$ cat src/rtl/alu4_op_sequencer.sv
// Nibble-serial operand loader, settle timer and result holder around a combinational 4-bit ALU.
// Optional accumulator chaining is enabled by defining ALU4_CHAIN_EN.
module alu4_op_sequencer #(
  parameter int EXEC_CYCLES = 1,
  parameter int CNT_W       = 8
) (
  input  logic             clk,
  input  logic             resetn,
  input  logic [3:0]       nib_in,
  input  logic             nib_valid,
  output logic             nib_ready,
  output logic [3:0]       alu_a,
  output logic [3:0]       alu_b,
  output logic [3:0]       alu_op,
  input  logic [3:0]       alu_out,
  input  logic             alu_z,
  input  logic             alu_c,
  output logic [3:0]       res_out,
  output logic             res_z,
  output logic             res_c,
  output logic             res_valid,
  input  logic             res_ack,
  output logic             busy,
  output logic [CNT_W-1:0] op_count
);

  typedef enum logic [2:0] {
    LOAD_A  = 3'd0,
    LOAD_B  = 3'd1,
    LOAD_OP = 3'd2,
    EXEC    = 3'd3,
    HOLD    = 3'd4
  } state_t;

  // Counter preload: reaching zero marks the capture cycle.
  localparam logic [3:0] EXEC_INIT = 4'(EXEC_CYCLES - 1);

  state_t     state;
  state_t     state_nxt;
  logic [3:0] exec_cnt;
  logic       xfer;
  logic       ack_take;

  // Handshake: a nibble moves on any cycle with nib_valid & nib_ready; the producer may
  // stall indefinitely with nib_valid low. res_valid stays high until res_ack is sampled
  // in HOLD, and a level-high ack retires only the result currently held.
  assign xfer     = nib_valid & nib_ready;
  assign ack_take = (state == HOLD) & res_ack;

  always_comb begin
    state_nxt = state;
    nib_ready = 1'b0;
    busy      = 1'b0;
    case (state)
      LOAD_A: begin
        nib_ready = 1'b1;
        if (xfer) state_nxt = LOAD_B;
      end
      LOAD_B: begin
        nib_ready = 1'b1;
        if (xfer) state_nxt = LOAD_OP;
      end
      LOAD_OP: begin
        nib_ready = 1'b1;
        if (xfer) state_nxt = EXEC;
      end
      EXEC: begin
        busy = 1'b1;
        if (exec_cnt == 4'd0) state_nxt = HOLD;
      end
      HOLD: begin
        busy = 1'b1;
`ifdef ALU4_CHAIN_EN
        if (res_ack) state_nxt = LOAD_B;
`else
        if (res_ack) state_nxt = LOAD_A;
`endif
      end
      default: state_nxt = LOAD_A;
    endcase
  end

  always_ff @(posedge clk or negedge resetn) begin
    if (!resetn) state <= LOAD_A;
    else         state <= state_nxt;
  end

  always_ff @(posedge clk or negedge resetn) begin
    if (!resetn) begin
      alu_a     <= 4'd0;
      alu_b     <= 4'd0;
      alu_op    <= 4'd0;
      exec_cnt  <= 4'd0;
      res_out   <= 4'd0;
      res_z     <= 1'b0;
      res_c     <= 1'b0;
      res_valid <= 1'b0;
      op_count  <= '0;
    end else begin
      if (xfer && state == LOAD_A) alu_a <= nib_in;
      if (xfer && state == LOAD_B) alu_b <= nib_in;
      if (xfer && state == LOAD_OP) begin
        alu_op   <= nib_in;
        exec_cnt <= EXEC_INIT;
      end
      if (state == EXEC) begin
        if (exec_cnt == 4'd0) begin
          res_out   <= alu_out;
          res_z     <= alu_z;
          res_c     <= alu_c;
          res_valid <= 1'b1;
        end else begin
          exec_cnt <= exec_cnt - 4'd1;
        end
      end
      if (ack_take) begin
        res_valid <= 1'b0;
        op_count  <= op_count + CNT_W'(1);
`ifdef ALU4_CHAIN_EN
        // The held result becomes the next A operand.
        alu_a     <= res_out;
`endif
      end
    end
  end

endmodule

$ cat config.mk
export PLATFORM = sky130hd
export DESIGN_NAME = alu4_op_sequencer
export DESIGN_NICKNAME = d
export VERILOG_FILES = /design/src/rtl/alu4_op_sequencer.sv
export SDC_FILE = /design/constraint.sdc
export NUM_CORES = 1
export LEC_CHECK = 0
export BUFFER_PORTS_ARGS = -buffer_cell sky130_fd_sc_hd__buf_2
export CORE_UTILIZATION = 50
export CTS_BUF_LIST = sky130_fd_sc_hd__clkbuf_2 sky130_fd_sc_hd__clkbuf_4 sky130_fd_sc_hd__clkbuf_8
export DETAILED_ROUTE_END_ITERATION = 8
export PLACE_DENSITY = 0.77
export SKIP_LAST_GASP = 1
export SLEW_MARGIN = 20
export SYNTH_ARGS = -nofsm -noshare
export SYNTH_HDL_FRONTEND = slang
export SYNTH_SLANG_ARGS = --single-unit
$ cat constraint.sdc
create_clock -name clk -period 3.2 [get_ports clk]
set_input_delay 0 -clock clk [delete_from_list [all_inputs] [get_ports clk]]
set_output_delay 0 -clock clk [all_outputs]
set_load 0.03 [all_outputs]
==> impl_metrics.py, run 1 <==
metrics = {
    "floorplanning": {
        "core_region_area_sq_um": 2850,
        "row_count": 19,
        "die_w_microns": 58.0,
        "die_height_microns": 58.0,
        "io_pins": 43,
        "dieArea_sq_um": 3360,
        "start_util_pct": 54.9,
    },
    "power_and_ir_drop": {
        "p_int_w": 0.00107,
        "switchingPower_w": 0.000800,
        "pwr-share-comb_pct": 48.6,
        "p_leak_nw": 0.949,
        "seqPwrFrac_pct": 39.5,
        "power.total_w": 0.00187,
        "vdd_ir_drop_max_mv": 0.537,
        "sw_frac_of_total_pct": 42.7,
        "clkPwrFrac_pct": 11.9,
        "p_per_area_nw_per_um2": 960,
    },
    "global_routing": {
        "grt_pass1_vias": 1083,
        "gr-total-overflow": 0,
        "grt_max_degree": 35,
        "grtUsageTotal_pct": 18.8,
        "grt_first_pass_wirelength_microns": 4710,
        "grt_antenna_before_repair": 0,
    },
    "sta": {
        "slew-limit-headroom_pct": 50.8,
        "worst_slew_pin_slew_ns": 0.738,
        "fin_crit_sh_pct": 49.8,
        "max_freq_ghz": 0.627,
        "rsz0062_at_grt": "false",
        "setup-tns-final_ns": 0,
        "worst_clock_skew_ns": 0.00267,
        "drv_slew": 0,
        "fin_crit_ns": 1.59,
        "setup_violations": 0,
        "hold_violations": 0,
    },
    "synthesis": {
        "ys_ff_latch": 34,
        "synth_top_area_share_pct": 54.3,
        "synthesis.area_sq_um": 1570,
        "yosysSeqAreaShare_pct": 54.3,
        "syn_nets": 132,
        "ys_warn_count": 0,
        "yosysTopAreaCell": "dfrtp_1",
        "synthCells": 116,
        "yosys-top-cells-area": "dfrtp_1, mux2_2, nor3b_4, xor2_1, buf_6",
        "avgSynthCellArea_sq_um": 13.5,
        "synth.distinct_cells": 33,
    },
    "placement": {
        "place.gp.congestion": 0.783,
        "dp_cells": 184,
        "dp_hpwl_microns": 1990,
        "place_area_sq_um": 1770,
        "io_buffers": 42,
    },
    "finish": {
        "final-instance-count-excl-fill": 204,
        "final_cell_mix": "buf_2, dfrtp_1, mux2_2",
        "syn_to_final_growth_pct": 24.4,
        "utilization_pct": 68.3,
        "n_antenna_cell": 0,
        "multi_input_area_sq_um": 652,
        "layout_commonest_cell": "buf_2",
        "num-nets-final": 189,
        "final_area_sq_um": 1950,
        "fillers": 219,
        "regArea_sq_um": 851,
        "drive_gt1_share_pct": 45.1,
    },
    "cts": {
        "clk_latency_ns": 0.32,
        "cts_tree": "done",
        "cts.path.max_buffers": 2,
        "clkTransAtPathRegs_ns": 0.09,
        "clock-sinks": 34,
        "root_buffer": "clkbuf_4",
        "htreeDepth": 2,
        "cts_made_buffers": 5,
        "cts_resized": 0,
    },
    "route": {
        "firstDrtPassIters": 6,
        "drcViolationCount": 3,
        "vias": 1081,
        "drt_iter0_markers": 34,
        "wl_per_cell_microns": 13.8,
        "wl_microns": 2810,
        "ant_nets": 0,
        "routed_via_density": 5.30,
    },
    "setup_path": {
        "critPathArrivalTime_ns": 1.80,
        "end_kind": "register",
        "critPathMaxFanout": 7,
        "r2r_cells": 5,
        "crit_required_ns": 3.41,
        "path_class": "reg -> reg",
        "startpoint_type": "register",
    },
    "flow_run": {
        "cap_viol_max_count": 0,
    },
    "outcome": {
        "violations": "DRC",
        "outcome": "finished, violations left",
    },
    "worst_hold_path": {
        "hp-class": "in -> async",
    },
}
==> cell families (layout without fill, tap and decap cells) <==
| family | after synthesis | in the layout | share of synthesized area [%] |
|---|---|---|---|
| muxes | 21 | 21 | 14.9 |
| xor gates and xnor gates | 7 | 7 | 3.91 |
| buffers and inverters | 9 | 66 | 4.07 |
| DFF | 34 | 34 | 54.3 |
| AOI/OAI and AO/OA | 11 | 11 | 4.63 |
| adders and majority gates | 2 | 2 | 1.60 |
| and+or+nand+nor | 32 | 32 | 16.6 |
==> registers in the layout, indices dropped and copies added, names as in the netlist, 3 cells and up <==
signal / count
alu_a: 4
alu_b: 4
alu_op: 4
exec_cnt: 4
op_count: 8
res_out: 4
state: 3
==> power groups by stage <==
stage	registers [W]	logic, W	clock network (W)
floorplan	0.000956	0.000485	0
global placement	0.000734	0.000883	0
detailed placement	0.000748	0.000908	0
CTS	0.000741	0.000921	0.000234
global route	0.000767	0.000977	0.000248
finish	0.000740	0.000909	0.000223
==> cell usage after synthesis (all sizes together) <==
cell     count
nand4bb      2
a21bo        1
buf          5
nand4        1
nor3         2
xnor2        3
inv          4
a21oi        3
or3          1
nor3b        2
nor4         1
o41ai        1
mux2        18
or2          1
and4bb       1
nor2         5
o211ai       2
xor2         4
ha           2
mux2i        3
o22ai        1
and3b        1
nand3b       2
nand2b       1
nand3        3
o31ai        1
dfrtp       34
o21ai        2
nand2        9
==> worst max-delay path: stages, from the launching register on <==
cell and delay (ns):
dfrtp_1 0.41, inv_1 0.07, ha_1 0.22, nor3b_4 0.32, nand2_2 0.18, mux2_2 0.30
==> repair_timing <==
item	in CTS	in global routing
buffers inserted	0	0
hold endpoints to repair	54	0
hold buffers	13	0
==> per-stage QoR <==
stage	worst slack, ns	hold slack, ns
final	1.61	0.277
after global placement	1.72	0.0876
after global routing	1.47	0.342
after detailed placement	1.60	0.108
after CTS	1.58	0.297
after floorplan	1.71	-0.296
==> routing by layer <==
metal	routed length [microns]	GRT usage, %	vias to the layer above	part of all wire (%)
met3	134	5.36	5	4.8
met4	36	7.82	0	1.3
li1	-	-	519	-
met1	1190	21.5	523	42
met2	1450	33.2	34	52
met5	0	0	-	0
==> cell type report <==
type	instances	area share, %
Clock buffer	7	2.70
Inverter	4	0.770
Timing Repair Buffer	55	17.5
Tap cell	31	1.99
Sequential cell	34	43.6
Multi-Input combinational cell	73	33.4
==> final timing paths <==
path	startpoint	endpoint	slack [ns]
max	exec_cnt[0]	res_out[3]	1.61
min	resetn	res_z	0.28
max reg2reg	exec_cnt[0]	res_out[3]	1.61
min reg2reg	op_count[7]	op_count[7]	0.47
max in group asynchronous	resetn	alu_op[0]	2.46
min in group clk	alu_out[2]	res_out[2]	0.44
(Power assumes the default switching activity.)
==> run 2, diff against run 1 <==
- ABC_AREA: not set -> 1
- CORE_UTILIZATION: 50 -> 48
- clock period: 3.2 -> 1.4 ns (I/O delays scaled with it)
==> impl_metrics.py, run 2 <==
metrics = {
    "placement": {
        "place.gp.congestion": 0.877,
        "dp_slack_ns": 0.0360,
        "dp_hpwl_microns": 2350,
        "io_buffers": 42,
        "dp_cells": 269,
    },
    "floorplanning": {
        "die_height_microns": 59.1,
        "io_pins": 43,
        "dieArea_sq_um": 3500,
        "die_w_microns": 59.1,
        "core_region_area_sq_um": 3080,
        "start_util_pct": 50.9,
        "row_count": 20,
    },
    "power_and_ir_drop": {
        "switchingPower_w": 0.00213,
        "p_per_area_nw_per_um2": 2190,
        "clkPwrFrac_pct": 14.6,
        "vdd_ir_drop_max_mv": 1.34,
        "sw_frac_of_total_pct": 46.4,
        "power.total_w": 0.00459,
        "pwr-share-comb_pct": 50.0,
        "seqPwrFrac_pct": 35.4,
        "p_int_w": 0.00246,
        "p_leak_nw": 1.13,
    },
    "cts": {
        "cts.path.max_buffers": 2,
        "cts_made_buffers": 5,
        "clk_latency_ns": 0.33,
        "clkTransAtPathRegs_ns": 0.10,
        "cts_tree": "done",
        "htreeDepth": 2,
        "root_buffer": "clkbuf_4",
        "clock-sinks": 34,
    },
    "synthesis": {
        "synth_xor_area_share_pct": 2.24,
        "yosysTopAreaCell": "dfrtp_1",
        "yosysMostFrequentCell": "nand2_1",
        "synthSimpleGateAreaFrac_pct": 24.2,
        "synth_common_cells": "nand2_1, dfrtp_1, inv_1",
        "yosys-top-cells-area": "dfrtp_1, nand2_1, o21ai_0, inv_1, nand3_1",
        "syn_nets": 197,
        "ys_ff_latch": 34,
        "synthesis.area_sq_um": 1570,
        "yosys.area_share.adder_pct": 1.60,
        "async_flop_share_pct": 100,
        "synth_flop_cell": "dfrtp_1",
        "synthCells": 181,
        "synthMuxAreaShare_pct": 0,
        "avgSynthCellArea_sq_um": 8.65,
        "synth_top_area_share_pct": 54.3,
        "ys_warn_count": 0,
        "synth-compound-area-share_pct": 9.74,
        "synth_top_family_by_area": "simple AND/OR/NAND/NOR gates",
        "synth.distinct_cells": 18,
        "synth_edf_count": 0,
        "yosysSeqAreaShare_pct": 54.3,
    },
    "finish": {
        "regMostFlops": "op_count",
        "drive_gt1_share_pct": 30.4,
        "n_antenna_cell": 0,
        "final_cell_mix": "nand2_1, buf_2, dfrtp_1",
        "syn_to_final_growth_pct": 33.9,
        "final-instance-count-excl-fill": 291,
        "num-nets-final": 262,
        "largest_reg_flops": 8,
        "layout_commonest_cell": "nand2_1",
    },
    "setup_path": {
        "worstReg2RegEnd": "res_z",
        "r2r-start": "exec_cnt[1]",
        "startpoint_type": "register",
        "critPathCapture": "res_z",
        "r2r_cells": 6,
        "path_delay_family": "simple AND/OR/NAND/NOR gates",
        "cpMaxStageDelayCell": "dfrtp_1",
        "path_class": "reg -> reg",
        "end_kind": "register",
        "cp.buffers_inverters": 1,
        "critPathMaxFanout": 7,
        "path_cells": "inv_2 > ha_4 > nand3_2 > or2_4 > nand2_1 > o21ai_2",
        "r2r_slack_ns": 0.07,
        "cp-startpoint": "exec_cnt[1]",
        "path_depth": 6,
        "slowest_delay_ns": 0.41,
        "critPathArrivalTime_ns": 1.56,
        "crit_required_ns": 1.63,
    },
    "sta": {
        "fin_ws_ns": 0.0696,
        "drv_slew": 0,
        "worst_clock_skew_ns": 0.00735,
        "holdWs_ns": 0.0295,
        "fin_crit_sh_pct": 95.0,
        "max_freq_ghz": 0.752,
        "slew-limit-headroom_pct": 69.7,
        "setup_violations": 0,
        "fin_crit_ns": 1.33,
        "hold_violations": 0,
        "worst_slew_pin_slew_ns": 0.454,
    },
    "global_routing": {
        "grt_first_pass_wirelength_microns": 5700,
        "grt_max_degree": 20,
        "gr-total-overflow": 0,
        "grt_use_met2_pct": 37.3,
        "grt_antenna_before_repair": 0,
        "use_met1_pct": 27.8,
        "grtUsageTotal_pct": 22.6,
        "use_met3_pct": 6.11,
        "grt.busiest_layer": "met2",
        "grt_pass1_vias": 1327,
    },
    "route": {
        "vias": 1427,
        "drt_iter0_markers": 44,
        "ant_nets": 0,
        "firstDrtPassIters": 4,
        "drcViolationCount": 0,
        "wl_microns": 3730,
        "wl_per_cell_microns": 12.8,
        "routed_via_density": 4.90,
    },
    "worst_hold_path": {
        "worstHoldStart": "res_ack",
        "hp-class": "in -> reg",
    },
    "outcome": {
        "outcome": "finished clean",
    },
    "flow_run": {
        "cap_viol_max_count": 0,
    },
}
## run 2: layout make-up
type                            count  area [sq um]
Inverter                           24          90.1
Clock buffer                        8          78.8
Multi-Input combinational cell    120           628
Sequential cell                    34           851
Tap cell                           44          55.1
Timing Repair Buffer               61           395
Fill cell                         251           980
## run 2: worst reg2reg max path, stage by stage (launching register included)
cell	delay, ns
dfrtp_1	0.41
inv_2	0.10
ha_4	0.15
nand3_2	0.11
or2_4	0.31
nand2_1	0.10
o21ai_2	0.06
## run 2: logic make-up (layout without fill, tap and decap cells)
family                     Yosys count  in the layout
AOI/OAI and AO/OA                   26             26
and+or+nand+nor                     87             88
xor gates and xnor gates             4              4
DFF                                 34             34
adders and majority gates            2              2
buffers and inverters               28             93
## run 2: power by group through the flow
stage	clock [W]	sequential (W)	combinational, W
CTS	0.000682	0.00161	0.00216
floorplan	0	0.00218	0.000959
detailed placement	0	0.00162	0.00212
finish	0.000670	0.00163	0.00230
global placement	0	0.00161	0.00208
global route	0.000721	0.00167	0.00250
## run 2: what timing repair did
item                                   in CTS  in global routing
gates resized for setup                     0                  9
hold buffers                               12                  0
endpoints found under the hold margin      52                  0
setup buffers                               0                  1
setup endpoints to repair                   0                 20
## run 2: worst min-delay path by stage
stage,to,depth (start not counted),slack (ns)
2_1_floorplan,alu_a[0],0,-0.30
3_3_place_gp,alu_op[2],1,-0.04
3_5_place_dp,alu_op[1],1,-0.03
4_1_cts,state[2],3,0.01
5_1_grt,state[2],3,0.02
6_report,state[2],3,0.03
## run 2: per-layer routing
metal / routed length (microns) / up-vias
met3: 131 / 5
met5: 0 / -
met1: 1680 / 681
met2: 1860 / 35
met4: 51 / 0
li1: - / 706
## run 2: through the flow
| step | util [%] | setup TNS (ns) | area (sq um) |
|---|---|---|---|
| after floorplan | - | 0 | 1570 |
| after global placement | 60.3 | 0 | 1860 |
| after detailed placement | 60.3 | 0 | 1860 |
| after CTS | 66.7 | 0 | 2050 |
| after global routing | 68.2 | -0.0160 | 2100 |
| final | 68.2 | 0 | 2100 |
